$ cat config.mk
export PLATFORM = sky130hd
export DESIGN_NAME = serial_sub_ctrl
export DESIGN_NICKNAME = d
export VERILOG_FILES = /design/src/rtl/sersub_pkg.sv /design/src/rtl/serial_sub_ctrl_fullsub_cell.sv /design/src/rtl/serial_sub_ctrl.sv
export SDC_FILE = /design/constraint.sdc
export NUM_CORES = 1
export LEC_CHECK = 0
export ABC_AREA = 1
export CAP_MARGIN = 30
export CELL_PAD_IN_SITES_DETAIL_PLACEMENT = 0
export CELL_PAD_IN_SITES_GLOBAL_PLACEMENT = 2
export CORE_ASPECT_RATIO = 0.6
export CORE_MARGIN = 2
export CORE_UTILIZATION = 29
export CTS_CLUSTER_DIAMETER = 100
export DETAILED_ROUTE_END_ITERATION = 6
export PLACE_DENSITY = 0.79
export REMOVE_ABC_BUFFERS = 1
export SLEW_MARGIN = 20
export SYNTH_ARGS = -nofsm -noshare
export SYNTH_HDL_FRONTEND = slang
export SYNTH_SLANG_ARGS = --single-unit
$ cat constraint.sdc
create_clock -name clk -period 1.2 [get_ports clk]
set_input_delay 0.3 -clock clk [delete_from_list [all_inputs] [get_ports clk]]
set_output_delay 0.3 -clock clk [all_outputs]
set_load 0.005 [all_outputs]
$ cat src/rtl/sersub_pkg.sv
// Shared definitions for the bit-serial subtractor: state encoding, default width
// and the counter-width helper.
package sersub_pkg;

    typedef enum logic {
        ST_IDLE = 1'b0,
        ST_RUN  = 1'b1
    } sersub_state_t;

    localparam int SERSUB_WIDTH = 8;

    // Bits needed to count 0..value-1; never less than one bit.
    function automatic int clog2(input int value);
        int bits;
        bits = 0;
        while ((1 << bits) < value) begin
            bits = bits + 1;
        end
        if (bits < 1) begin
            bits = 1;
        end
        return bits;
    endfunction

endpackage

$ cat src/rtl/serial_sub_ctrl_fullsub_cell.sv
// One-bit full subtractor built from two half subtractors.
// It is purely combinational and is used once per clock by the serial controller.
module halfsubtractor (
    input  logic x,
    input  logic y,
    output logic d,
    output logic bo
);
    assign d  = x ^ y;
    assign bo = ~x & y;
endmodule

module fullsub_cell (
    input  logic x,
    input  logic y,
    input  logic bin,
    output logic d,
    output logic bo
);
    logic w_d1;
    logic w_b1;
    logic w_b2;

    halfsubtractor u_hs0 (
        .x  (x),
        .y  (y),
        .d  (w_d1),
        .bo (w_b1)
    );

    halfsubtractor u_hs1 (
        .x  (w_d1),
        .y  (bin),
        .d  (d),
        .bo (w_b2)
    );

    assign bo = w_b1 | w_b2;
endmodule

$ cat src/rtl/serial_sub_ctrl.sv
// Bit-serial WIDTH-bit subtractor controller (diff = a - b, LSB first, one bit per clock).
// Define SERSUB_SIGNED_OVF_EN to add the two's-complement overflow output ovf.
module serial_sub_ctrl
    import sersub_pkg::*;
#(
    parameter int WIDTH = SERSUB_WIDTH
) (
    input  logic             clk,
    input  logic             rst_n,
    input  logic             start,
    input  logic [WIDTH-1:0] a,
    input  logic [WIDTH-1:0] b,
    output logic             busy,
    output logic             done,
    output logic [WIDTH-1:0] diff,
`ifdef SERSUB_SIGNED_OVF_EN
    output logic             ovf,
`endif
    output logic             bout
);

    localparam int CNT_W = clog2(WIDTH);
    localparam logic [CNT_W-1:0] CNT_LAST = CNT_W'(WIDTH - 1);

    sersub_state_t    r_state;
    logic [WIDTH-1:0] r_sa;
    logic [WIDTH-1:0] r_sb;
    logic [WIDTH-1:0] r_sr;
    logic [WIDTH-1:0] r_diff;
    logic [CNT_W-1:0] r_cnt;
    logic             r_borrow;
    logic             r_busy;
    logic             r_done;
    logic             r_bout;
`ifdef SERSUB_SIGNED_OVF_EN
    logic             r_ovf;
`endif

    logic             w_d;
    logic             w_b;
    logic [WIDTH-1:0] w_sr_next;

    fullsub_cell u_cell (
        .x   (r_sa[0]),
        .y   (r_sb[0]),
        .bin (r_borrow),
        .d   (w_d),
        .bo  (w_b)
    );

    assign w_sr_next = {w_d, r_sr[WIDTH-1:1]};

    always_ff @(posedge clk or negedge rst_n) begin
        if (!rst_n) begin
            r_state  <= ST_IDLE;
            r_sa     <= '0;
            r_sb     <= '0;
            r_sr     <= '0;
            r_diff   <= '0;
            r_cnt    <= '0;
            r_borrow <= 1'b0;
            r_busy   <= 1'b0;
            r_done   <= 1'b0;
            r_bout   <= 1'b0;
`ifdef SERSUB_SIGNED_OVF_EN
            r_ovf    <= 1'b0;
`endif
        end else begin
            r_done <= 1'b0;
            case (r_state)
                ST_IDLE: begin
                    if (start) begin
                        r_sa     <= a;
                        r_sb     <= b;
                        r_borrow <= 1'b0;
                        r_cnt    <= '0;
                        r_busy   <= 1'b1;
                        r_state  <= ST_RUN;
                    end
                end
                ST_RUN: begin
                    r_sa     <= r_sa >> 1;
                    r_sb     <= r_sb >> 1;
                    r_sr     <= w_sr_next;
                    r_borrow <= w_b;
                    if (r_cnt == CNT_LAST) begin
                        // The counter is left at its last value; IDLE reloads it on acceptance.
                        r_diff  <= w_sr_next;
                        r_bout  <= w_b;
`ifdef SERSUB_SIGNED_OVF_EN
                        r_ovf   <= r_borrow ^ w_b;
`endif
                        r_done  <= 1'b1;
                        r_busy  <= 1'b0;
                        r_state <= ST_IDLE;
                    end else begin
                        r_cnt <= r_cnt + CNT_W'(1);
                    end
                end
                default: r_state <= ST_IDLE;
            endcase
        end
    end

    assign busy = r_busy;
    assign done = r_done;
    assign diff = r_diff;
    assign bout = r_bout;
`ifdef SERSUB_SIGNED_OVF_EN
    assign ovf  = r_ovf;
`endif

endmodule

==> reports/metrics.csv <==
stage,metric,value,unit
outcome,outcome,finished clean,
sta,rsz0062_at_grt,yes,
sta,post-route-period-util,0.9786,
routing,wl_per_cell,11.27,µm
synthesis,synth_area_leaders,"dfrtp_1 (56%), nand2_1 (11%), nand3_1 (9.7%)",
critical_path,crit_start,r_sb[0],
grt,grt_pass1_vias,1230,
sta,period_minus_slack,1.174,ns
routing,drt_iter0_markers,68,
pwr,leakagePower,1.169,nW
synthesis,netlist_instances,180,
routing,drtPass1Iterations,4,
routing,routed-wl-met2,1437,µm
critical_path,critPathMaxStageDelay,0.56,ns
routing,via_per_inst,4.148,
synthesis,yosysMostFrequentCell,nand2_1,
layout,post-route-util,0.4237,
sta,tightest_slew,0.2477,ns
run,drv_cap,0,
routing,vias,1286,
synthesis,yosysTopAreaCell,dfrtp_1,
layout,antennaDiodeCount,0,
grt,grt_util_all_layers,0.1124,
pwr,powerDensity,2323,mW/mm²
synthesis,synth_warnings,0,
critical_path,critPathArrivalTime,1.40,ns
cts,clock_latency,0.29,ns
floorplanning,dieArea,0.006680,mm²
synthesis,ys.flop_type,dfrtp_1,
critical_path,endpoint_kind,flip-flop,
place,io_buffers,29,
critical_path,worstSetupPathType,reg -> reg,
sta,fmax,851.6,MHz
synthesis,synth_seq_cells,39,
sta,maxSlewViolCount,0,
synthesis,synth_common_cells,"nand2_1 (52), dfrtp_1 (39), nand3_1 (34)",
layout,nNetsFinal,252,
critical_path,path_cells,inv_2 -> fa_1 -> nand2_1 -> o21ai_1,
pwr,peakVddDrop,0.0007466,V
sta,setup_viol,0,
cts,cts_root_buf,clkbuf_8,
layout,final_layout_size_suffix_gt1_frac,0.3348,
critical_path,critPathSlowestCell,fa_1,
synthesis,yosys.area.top_type_share,0.5587,
cts,htreeDepth,2,
floorplanning,initial_core_util,0.3063,
layout,nFillCells,583,
routing,routed_wl,3494,µm
routing,ant_nets,0,
grt,grt_max_degree,40,
synthesis,synth_area,0.001747,mm²
layout,multi_input_area,695.7,µm²
floorplanning,fp.dieH,64.12,µm
routing,dr.max_layer_used,met4,
synthesis,synth.distinct_cells,16,
synthesis,synth-seq-area-share,0.5587,
min_path,min_from,r_sr[4],
floorplanning,core,0.005702,mm²
routing,wl_met1,1796,µm
floorplanning,die_w,104.2,µm
sta,final-hold-violation-count,0,
critical_path,crit_fanout,2,
floorplanning,pin_count,30,
sta,clock_skew,0.004713,ns
synthesis,ys_async_sr_fraction,1.000,
sta,fin_hold_ws,0.4813,ns
cts,clock_sinks,39,
grt,overflow,0,
place,hpwlAfterDp,2264,µm
layout,area_delta_synth_final,38.32,%
cts,cts_tree,done,
critical_path,rr_startpoint,r_sb[0],
synthesis,synth_edf_count,0,
cts,cts_buffer_depth,2,
floorplanning,floorplan.rows,21,
layout,seqCellArea,975.9,µm²
grt,antenna_found_initial,0,
cts,cts.clk_slew.worst_paths,0.08,ns
routing,route.met3.wl,195,µm
routing,drc,0,
sta,maxSlewHeadroom,0.8349,
synthesis,avgSynthCellArea,9.704,µm²
critical_path,crit_path_start_kind,flip-flop,
critical_path,worstPathRequired,1.42,ns
min_path,holdCritPathClass,reg -> reg,
place,gp_congestion,0.7293,
grt,grt_pass1_wl,5802,µm
cts,cts_buffers,5,
[routing by layer]
metal  vias up  global-route usage
li1        678                   -
met1       570              0.1619
met2        30              0.1439
met3         8             0.04286
met4         0             0.05574
met5         -                   0
[layout by cell type (no fill, tap or decap), drive strengths merged]
cell type,n
nand3,34
clkdlybuf4s50,17
o21ai,16
inv,14
fa,1
nor2,1
bufinv,1
clkinv,1
ha,3
dfrtp,39
dlygate4sd3,1
clkdlybuf4s15,1
nand2,63
buf,23
clkbuf,15
[sequential cells by signal (all words and copies together) (netlist names)]
signal / count
bout: 1
busy: 1
diff: 8
done: 1
r_borrow: 1
r_cnt: 3
r_sa: 8
r_sb: 8
r_sr: 7
r_state: 1
[critical path, delay by kind of cell, from the launching register on]
kind / cells / cell delay [ns]
adder cells (fa/ha/maj): 1 / 0.56
buffers and inverters: 1 / 0.05
flip-flops: 1 / 0.37
AO/OA/AOI/OAI: 1 / 0.08
AND/OR/NAND/NOR: 1 / 0.05
[power breakdown]
group / switching (W) / total [W] / internal [W]
clock network: 0.000467 / 0.00114 / 0.000673
logic: 0.00116 / 0.00226 / 0.00110
registers: 0.000340 / 0.00221 / 0.00187
[path summary, 6_finish.rpt]
kind                            cells past startpoint        to  slack (ns)
worst min register to register                      2   r_sr[3]        0.48
max in group asynchronous                           3  r_cnt[1]        0.51
worst min-delay path                                2   r_sr[3]        0.48
worst max-delay path                                4   r_sr[7]        0.03
worst max register to register                      4   r_sr[7]        0.03
min in group asynchronous                           3   diff[1]        0.50
[repair_timing]
action / 4_1_cts / 5_1_grt
hold buffers: 1 / 0
gates cloned: 0 / 1
endpoints found under the setup margin: 24 / 23
resized for setup: 31 / 28
setup buffers: 4 / 3
pin swaps: 1 / 4
hold endpoints to repair: 39 / 0
[per-stage QoR]
stage	instance area (µm²)	instances	setup TNS [ns]	total power [W]	worst slack (ns)
global route	2416	310	-0.05673	0.006076	-0.02939
detailed placement	2178	293	-3.968	0.004252	-0.2082
finish	2416	310	0	0.005612	0.02569
global placement	2178	293	-4.045	0.004234	-0.2192
floorplan	1658	171	-13.04	0.003325	-0.4544
CTS	2344	306	-0.02127	0.005466	-0.02127
[cells by family after synthesis]
kind of cell | share of synthesized area
AO/OA/AOI/OAI | 0.06304
adder cells (fa/ha/maj) | 0.03295
buffers and inverters | 0.08238
flip-flops | 0.5587
AND/OR/NAND/NOR | 0.2629
[area by class of cell]
class | instances | share of cell area
clock buffers | 6 | 0.03418
inverters | 14 | 0.02382
flip-flops and latches | 39 | 0.4039
clock inverters | 2 | 0.01450
multi-input cells | 118 | 0.2879
repair buffers | 51 | 0.1942
well taps | 80 | 0.04143
No activity file was read; power rests on OpenSTA's default activity.
